`config.mk`:
```
export PLATFORM = sky130hd
export DESIGN_NAME = stage_writeback
export DESIGN_NICKNAME = d
export VERILOG_FILES = /design/src/rtl/stage_writeback.sv
export SDC_FILE = /design/constraint.sdc
export NUM_CORES = 1
export LEC_CHECK = 0
export CORE_MARGIN = 2
export CORE_UTILIZATION = 35
export CTS_BUF_LIST = sky130_fd_sc_hd__clkbuf_4
export DETAILED_ROUTE_END_ITERATION = 12
export GPL_TIMING_DRIVEN = 0
export HOLD_SLACK_MARGIN = 0.02
export PLACE_DENSITY = 0.64
export SLEW_MARGIN = 20
export SYNTH_ARGS = -nofsm -noshare
export SYNTH_HDL_FRONTEND = slang
export SYNTH_SLANG_ARGS = --single-unit
```
`constraint.sdc`:
```
create_clock -name clk -period 1.4 [get_ports clk]
set_input_delay 0.28 -clock clk [delete_from_list [all_inputs] [get_ports clk]]
set_output_delay 0.28 -clock clk [all_outputs]
set_load 0.03 [all_outputs]
```
`src/rtl/stage_writeback.sv`:
```
// Writeback stage: commits INC/DEC/IN results to data RAM
// and drives OUT bytes, stalling upstream during I/O.
package stage_writeback_pkg;
  localparam int OPCODE_MSB = 3;
  localparam int OP_INC = 0;
  localparam int OP_DEC = 1;
  localparam int OP_OUT = 2;
  localparam int OP_IN  = 3;
endpackage

module stage_writeback
  import stage_writeback_pkg::*;
#(
  parameter int D_WIDTH = 8,
  parameter int A_WIDTH = 16
) (
  input  logic                clk,
  input  logic                reset,
  input  logic [OPCODE_MSB:0] operation_in,
  input  logic [D_WIDTH-1:0]  a_in,
  input  logic [A_WIDTH-1:0]  dp_in,
  input  logic                drdy_in,
  output logic                ack,
  output logic                mem_we,
  output logic [A_WIDTH-1:0]  mem_addr,
  output logic [D_WIDTH-1:0]  mem_wdata,
  output logic [D_WIDTH-1:0]  out_data,
  output logic                out_valid,
  input  logic                out_ready,
  input  logic [D_WIDTH-1:0]  in_data,
  input  logic                in_valid,
  output logic                in_ready,
  output logic                busy
);

  typedef enum logic [1:0] {
    IDLE,
    OUT_WAIT,
    IN_WAIT
  } state_t;

  state_t             state;
  logic [A_WIDTH-1:0] ptr;

  // Upstream may transfer only while no I/O is pending
  always_comb begin
    ack  = (state == IDLE);
    busy = !ack;
  end

  // Opcode dispatch and I/O handshakes; mem_we is a one-cycle pulse
  always_ff @(posedge clk or negedge reset) begin
    if (!reset) begin
      state     <= IDLE;
      ptr       <= '0;
      mem_we    <= 1'b0;
      mem_addr  <= '0;
      mem_wdata <= '0;
      out_data  <= '0;
      out_valid <= 1'b0;
      in_ready  <= 1'b0;
    end else begin
      mem_we <= 1'b0;
      case (state)
        IDLE: begin
          if (drdy_in) begin
            case (1'b1)
              operation_in[OP_INC],
              operation_in[OP_DEC]: begin
                mem_we    <= 1'b1;
                mem_addr  <= dp_in;
                mem_wdata <= a_in;
              end
              operation_in[OP_IN]: begin
                ptr      <= dp_in;
                in_ready <= 1'b1;
                state    <= IN_WAIT;
              end
              operation_in[OP_OUT]: begin
                out_data  <= a_in;
                out_valid <= 1'b1;
                state     <= OUT_WAIT;
              end
              default: ;
            endcase
          end
        end
        OUT_WAIT: begin
          if (out_valid && out_ready) begin
            out_valid <= 1'b0;
            state     <= IDLE;
          end
        end
        IN_WAIT: begin
          if (in_valid && in_ready) begin
            in_ready  <= 1'b0;
            mem_we    <= 1'b1;
            mem_addr  <= ptr;
            mem_wdata <= in_data;
            state     <= IDLE;
          end
        end
        default: state <= IDLE;
      endcase
    end
  end

endmodule

```
==> results.py, run 1 <==
metrics = {
    "outcome": {
        "outcome": "finished, violations left",
        "violated_checks": "negative setup slack",
    },
    "floorplanning": {
        "start_util_pct": 36.10,
        "placement_rows": 29,
        "die_height_um": 84.93,
        "die-area_um2": 7212,
        "die_width_um": 84.93,
        "floorplan.core_area_um2": 6350,
        "ioPinCount": 78,
    },
    "pwr": {
        "cellInternalPower_mw": 4.395,
        "power.combinational.fraction_pct": 53.6,
        "max-vdd-ir-drop_mv": 1.035,
        "cellLeakagePower_nw": 1.561,
        "netSwitchingFraction_pct": 39.74,
        "cellPowerDensity_nw_per_um2": 2030,
        "seqPwrFrac_pct": 36.9,
        "clock_power_share_pct": 9.6,
        "net-switching-power_mw": 2.898,
    },
    "worst_setup_path": {
        "reg2reg_depth": 6,
        "crit_arrival_ns": 1.91,
        "path_class": "reg -> reg",
        "r2r_slack_ns": -0.23,
        "critical_path_required_ns": 1.68,
        "setup.worst_path.start_class": "flop",
        "setup.worst_path.end_class": "flop",
        "worstReg2RegEnd": "ptr[7]",
        "critPathMaxFanout": 5,
        "timing.rr.start": "state[1]",
    },
    "clock_network": {
        "clk_transition_reported_paths_ns": 0.14,
        "cts.root.buffer_cell": "sky130_fd_sc_hd__clkbuf_4",
        "clock_tree.htree_level_count": 2,
        "cts_tree": "yes",
        "numCtsBuffers": 5,
        "clk_latency_ns": 0.38,
        "clock-sinks": 53,
        "cts_max_path_buffers": 2,
    },
    "grt": {
        "grt_first_pass_wirelength_um": 9370,
        "grt-ovfl-total": 0,
        "grt_util_met1_pct": 22.67,
        "grt_max_degree": 54,
        "globalRoute.busiestLayer": "met2",
        "grt_antenna_before_repair": 0,
        "global_route.usage.met2_pct": 25.98,
        "grt_resource_usage_total_pct": 16.56,
        "first_global_vias": 1824,
        "globalRouteMet3Util_pct": 4.961,
    },
    "layout": {
        "post_layout_nonfiller_instances": 339,
        "fin_nets": 302,
        "layout_overhead_on_the_synthesized_area_pct": 56.71,
        "insertedDiodeCount": 0,
        "post-route-cell-area_um2": 3592,
        "drive_gt1_share_pct": 53.44,
    },
    "route": {
        "ant_nets": 0,
        "via_count": 1686,
        "drtIter0Drc": 36,
        "routed_wire_length_per_instance_um": 16.42,
        "length_of_the_first_detailed_routing_pass_in_iterations": 4,
        "remaining_drc_errors": 0,
        "wl_um": 5566,
        "post_drt_via_cell_ratio": 4.973,
    },
    "synth": {
        "cells_after_synthesis": 154,
        "synth_seq_cells": 53,
        "post-synth-top-count-cell": "sky130_fd_sc_hd__dfrtp_1",
        "netlist_top_cells_area": "sky130_fd_sc_hd__dfrtp_1 58%, sky130_fd_sc_hd__o221a_2 11%, sky130_fd_sc_hd__mux2_2 7.9%",
        "synth_common_cells": "53 x sky130_fd_sc_hd__dfrtp_1, 22 x sky130_fd_sc_hd__o221a_2, 19 x sky130_fd_sc_hd__or2_1",
        "synth_top_cell_by_area": "sky130_fd_sc_hd__dfrtp_1",
        "ys_dominant_reg_cell": "sky130_fd_sc_hd__dfrtp_1",
        "synth_largest_type_area_fraction_pct": 57.86,
        "synth_warn": 0,
        "synthesized_netlist_net_count": 195,
        "yosys.cell_types.count": 26,
        "post_synth.cell_area_avg_um2": 14.88,
        "number_of_enable_type_register_cells_in_the_synthesized_netlist": 0,
        "synthArstFlopShare_pct": 100.0,
        "sequential_share_of_the_synthesized_area_pct": 57.86,
        "syn_area_um2": 2292,
    },
    "timing": {
        "final_critical_path_setup_slack_ns": -0.2307,
        "final.setup.tns_ns": -9.230,
        "hold_viol_final": 0,
        "timing.slew.headroom_pct": 55.86,
        "final_clock_period_utilization_by_the_worst_path_pct": 116.5,
        "worst_margin_slew_ns": 0.6620,
        "maxSlewViolCount": 0,
        "finalClockSkew_ns": 0.007199,
        "setup_viol_count_final": 52,
        "max_clock_freq_ghz": 0.6133,
        "grt_setup_unrepaired": "true",
        "final.min_clock_period_ns": 1.631,
    },
    "flow_run": {
        "max_cap_viol_count": 0,
    },
    "placed_design": {
        "placed_cell_area_um2": 3328,
        "place.detailed.instances": 308,
        "numPortBuffers": 77,
        "place_congestion": 0.6530,
        "place_ws_ns": -0.5793,
        "detailedPlacementHpwl_um": 3495,
    },
    "hold_path": {
        "timing.hold.worst.class": "in -> async",
    },
}
==> layout make-up <==
type / instances / area (um^2)
clock buffer: 6 / 45.04
clock inverter: 2 / 10.01
multi-input combinational: 89 / 1110
sequential: 53 / 1330
fill: 518 / 2758
tap: 77 / 96.34
buffer: 7 / 86.33
timing repair buffer: 100 / 895.9
inverter: 5 / 18.77
==> worst max-delay path, stage by stage (launching register included) <==
cell and delay (ns):
sky130_fd_sc_hd__dfrtp_2 0.45, sky130_fd_sc_hd__buf_6 0.13, sky130_fd_sc_hd__nor3b_4 0.23, sky130_fd_sc_hd__buf_6 0.14, sky130_fd_sc_hd__nand3_4 0.11, sky130_fd_sc_hd__buf_8 0.17
sky130_fd_sc_hd__mux2_4 0.29
==> kinds of logic (layout without fill, tap and decap cells) <==
group	count (synthesis)	in the layout	share of synthesized area [%]
multiplexers	24	24	13.10
AO/OA/AOI/OAI	30	30	14.63
flip-flops	53	53	57.86
buffers and inverters	12	120	3.057
AND/OR/NAND/NOR	35	35	11.35
==> power by group through the flow <==
stage / clock, mW / combinational, mW / sequential (mW)
2_1_floorplan: 0 / 1.43 / 3.63
3_3_place_gp: 0 / 3.73 / 2.75
3_5_place_dp: 0 / 3.76 / 2.76
4_1_cts: 0.729 / 4.09 / 2.70
5_1_grt: 0.793 / 4.13 / 2.78
6_report: 0.699 / 3.91 / 2.69
==> sequential cells by signal (all words and copies together) (netlist names) <==
signal	flops
in_ready	1
mem_addr	16
mem_wdata	8
mem_we	1
out_data	8
out_valid	1
ptr	16
state	2
==> cell usage in the layout, fill, tap and decap left out, types with 2 or more instances in the layout <==
cell type,count
sky130_fd_sc_hd__clkdlybuf4s15_2,6
sky130_fd_sc_hd__dfrtp_1,50
sky130_fd_sc_hd__o221a_1,2
sky130_fd_sc_hd__nand2_1,2
sky130_fd_sc_hd__clkinv_2,2
sky130_fd_sc_hd__mux2_2,16
sky130_fd_sc_hd__inv_1,4
sky130_fd_sc_hd__or2_2,5
sky130_fd_sc_hd__or2_1,19
sky130_fd_sc_hd__clkbuf_4,8
sky130_fd_sc_hd__o221a_4,22
sky130_fd_sc_hd__clkdlybuf4s50_1,39
sky130_fd_sc_hd__buf_6,13
sky130_fd_sc_hd__dfrtp_2,3
sky130_fd_sc_hd__buf_8,4
sky130_fd_sc_hd__buf_2,28
sky130_fd_sc_hd__buf_4,10
sky130_fd_sc_hd__nor2_4,2
sky130_fd_sc_hd__mux2_4,8
==> metal layers <==
metal / routed length [um] / share of wire (%)
met1: 2626 / 47
met2: 2512 / 45
met3: 354 / 6.4
met4: 73 / 1.3
met5: 0 / 0
==> worst max path at each step <==
| stage | from | endpoint | slack, ns | cells after the start |
|---|---|---|---|---|
| final | state[1] | ptr[7] | -0.23 | 6 |
| after global routing | state[1] | ptr[2] | -0.29 | 6 |
| after CTS | state[0] | ptr[7] | -0.19 | 6 |
| after detailed placement | drdy_in | mem_addr[14] | -0.58 | 5 |
| after global placement | reset | state[1] | -1.82 | 1 |
| after floorplan | state[1] | ptr[1] | -0.08 | 4 |
==> what timing repair did <==
item | in CTS | in global routing
hold buffers | 1 | 0
pin swaps | 4 | 2
setup buffers | 15 | 4
cloned | 3 | 0
hold endpoints to repair | 53 | 0
endpoints found under the setup margin | 87 | 79
gates resized for setup | 148 | 60
==> stage by stage <==
stage                     utilization [%]  power, mW  hold slack, ns
after floorplan                         -      5.054        -0.01559
after CTS                           58.03      7.521          0.4769
after detailed placement            52.41      6.518          0.3677
after global routing                56.57      7.705          0.4880
after global placement              52.45      6.474          0.4789
final                               56.57      7.294          0.4623
Power figures use the tool's default switching activity.
==> inputs of run 2 (changes only) <==
--- a/config.mk
+++ b/config.mk
@@ -11,7 +11,7 @@
 export DETAILED_ROUTE_END_ITERATION = 12
 export GPL_TIMING_DRIVEN = 0
 export HOLD_SLACK_MARGIN = 0.02
-export PLACE_DENSITY = 0.64
+export PLACE_DENSITY = 0.65
 export SLEW_MARGIN = 20
 export SYNTH_ARGS = -nofsm -noshare
 export SYNTH_HDL_FRONTEND = slang
==> results.py, run 2 (synthesized netlist as in run 1, its figures left out) <==
metrics = {
    "outcome": {
        "outcome": "finished, violations left",
        "violated_checks": "negative setup slack",
    },
    "grt": {
        "grt_resource_usage_total_pct": 16.48,
        "grt_antenna_before_repair": 0,
        "grt_max_degree": 54,
        "grt_first_pass_wirelength_um": 9370,
        "grt-ovfl-total": 0,
        "first_global_vias": 1753,
    },
    "worst_setup_path": {
        "critPathMaxFanout": 10,
        "reg2reg_depth": 6,
        "setup.worst_path.end_class": "flop",
        "startpoint": "state[0]",
        "r2r_slack_ns": -0.20,
        "worstReg2RegEnd": "mem_addr[1]",
        "crit_arrival_ns": 1.86,
        "worst_setup_path_endpoint": "mem_addr[1]",
        "setup.worst_path.start_class": "flop",
        "critical_path_required_ns": 1.66,
        "timing.rr.start": "state[0]",
        "path_class": "reg -> reg",
    },
    "timing": {
        "final_critical_path_setup_slack_ns": -0.1970,
        "final_clock_period_utilization_by_the_worst_path_pct": 114.1,
        "grt_setup_unrepaired": "true",
        "worst_margin_slew_ns": 0.6770,
        "final.setup.tns_ns": -6.751,
        "timing.slew.headroom_pct": 54.86,
        "max_clock_freq_ghz": 0.6262,
        "setup_viol_count_final": 42,
        "hold_viol_final": 0,
        "final.min_clock_period_ns": 1.597,
        "maxSlewViolCount": 0,
        "finalClockSkew_ns": 0.01401,
    },
    "layout": {
        "layout_overhead_on_the_synthesized_area_pct": 54.97,
        "final_common_cell": "sky130_fd_sc_hd__dfrtp_1",
        "top_regs": "mem_addr x16, ptr x16",
        "layout.cells.most_common_list": "50 x sky130_fd_sc_hd__dfrtp_1, 39 x sky130_fd_sc_hd__clkdlybuf4s50_1, 29 x sky130_fd_sc_hd__buf_2",
        "num-fill-cells": 543,
        "fin_nets": 294,
        "drive_gt1_share_pct": 51.57,
        "insertedDiodeCount": 0,
        "layout.core_utilization_pct": 55.94,
    },
    "floorplanning": {
        "die_height_um": 84.93,
        "floorplan.core_area_um2": 6350,
        "placement_rows": 29,
        "start_util_pct": 36.10,
        "die-area_um2": 7212,
        "die_width_um": 84.93,
        "ioPinCount": 78,
    },
    "route": {
        "remaining_drc_errors": 0,
        "routed_wire_length_per_instance_um": 16.66,
        "via_count": 1687,
        "ant_nets": 0,
        "post_drt_via_cell_ratio": 5.097,
        "m1WireLength_um": 2527,
        "length_of_the_first_detailed_routing_pass_in_iterations": 4,
        "drtIter0Drc": 27,
        "wl_um": 5516,
        "highest-signal-layer": "met4",
        "wl_met2_um": 2565,
        "met3_wirelength_um": 391,
    },
    "pwr": {
        "tot_pwr_mw": 7.565,
        "max-vdd-ir-drop_mv": 1.025,
        "cellPowerDensity_nw_per_um2": 2130,
        "cellLeakagePower_nw": 1.532,
    },
    "flow_run": {
        "max_cap_viol_count": 0,
    },
    "clock_network": {
        "clock-sinks": 53,
        "clk_latency_ns": 0.37,
        "clock_tree.htree_level_count": 2,
        "clk_transition_reported_paths_ns": 0.16,
        "cts.root.buffer_cell": "sky130_fd_sc_hd__clkbuf_4",
        "numCtsBuffers": 5,
        "cts_max_path_buffers": 2,
        "cts_tree": "yes",
    },
    "placed_design": {
        "detailedPlacementHpwl_um": 3675,
        "place_congestion": 0.6748,
        "place_ws_ns": -0.5797,
        "numPortBuffers": 77,
    },
    "hold_path": {
        "timing.hold.worst.class": "in -> async",
    },
}
==> run 2: cell types whose count changed in the layout (fill, tap and decap cells not counted), sizes merged <==
cell    previous run  this run
buf               57        51
clkbuf            10         7
bufinv             0         2
clkinv             2         1
==> run 2: report_power, final <==
part | internal (mW) | leakage, nW | total [mW] | switching, mW
clock network | 0.553 | 0.0552 | 1.03 | 0.476
registers | 2.24 | 0.615 | 2.71 | 0.466
logic | 1.89 | 0.862 | 3.83 | 1.94
total | 4.69 | 1.53 | 7.57 | 2.88
==> run 2: worst min path at each step <==
stage          slack [ns]          end  cells after the start      start
6_report             0.48       ptr[7]                      2      reset
5_1_grt              0.48     state[0]                      2  out_ready
4_1_cts              0.48  mem_addr[7]                      2      reset
3_5_place_dp         0.36    out_valid                      1      reset
3_3_place_gp         0.48      ptr[13]                      1    ptr[13]
2_1_floorplan       -0.02     in_ready                      0      reset
==> run 2: metal layers <==
metal	global-route usage [%]	up-vias
li1	-	778
met1	22.44	854
met2	26.49	50
met3	5.253	5
met4	2.597	0
met5	0	-
==> run 2: cell type report <==
class	count	area, um^2	area share, %
Clock buffer	5	37.54	1.057
Tap cell	77	96.34	2.712
Multi-Input combinational cell	89	1106	31.14
Timing Repair Buffer	92	795.8	22.40
Sequential cell	53	1330	37.44
Clock inverter	3	65.06	1.832
Inverter	5	18.77	0.5284
Buffer	7	102.6	2.888
==> run 2: repair_timing <==
item	in CTS	in global routing
endpoints found under the hold margin	53	0
hold buffers	1	0
endpoints found under the setup margin	87	71
gates cloned	1	0
buffers inserted	11	2
pin swaps	3	1
resized for setup	140	63
==> run 2: stage by stage <==
| stage | hold slack (ns) | cells | cell area [um^2] |
|---|---|---|---|
| global placement | 0.4793 | 308 | 3331 |
| CTS | 0.4791 | 329 | 3681 |
| floorplan | -0.01559 | 154 | 2464 |
| detailed placement | 0.3650 | 308 | 3328 |
| global route | 0.4841 | 331 | 3552 |
| finish | 0.4786 | 331 | 3552 |
==> run 2: critical path: stages (launching register included) <==
cell                      delay [ns]
sky130_fd_sc_hd__dfrtp_2        0.48
sky130_fd_sc_hd__buf_6          0.14
sky130_fd_sc_hd__nor3b_4        0.19
sky130_fd_sc_hd__buf_4          0.15
sky130_fd_sc_hd__o21ai_4        0.11
sky130_fd_sc_hd__buf_8          0.18
sky130_fd_sc_hd__o221a_4        0.26
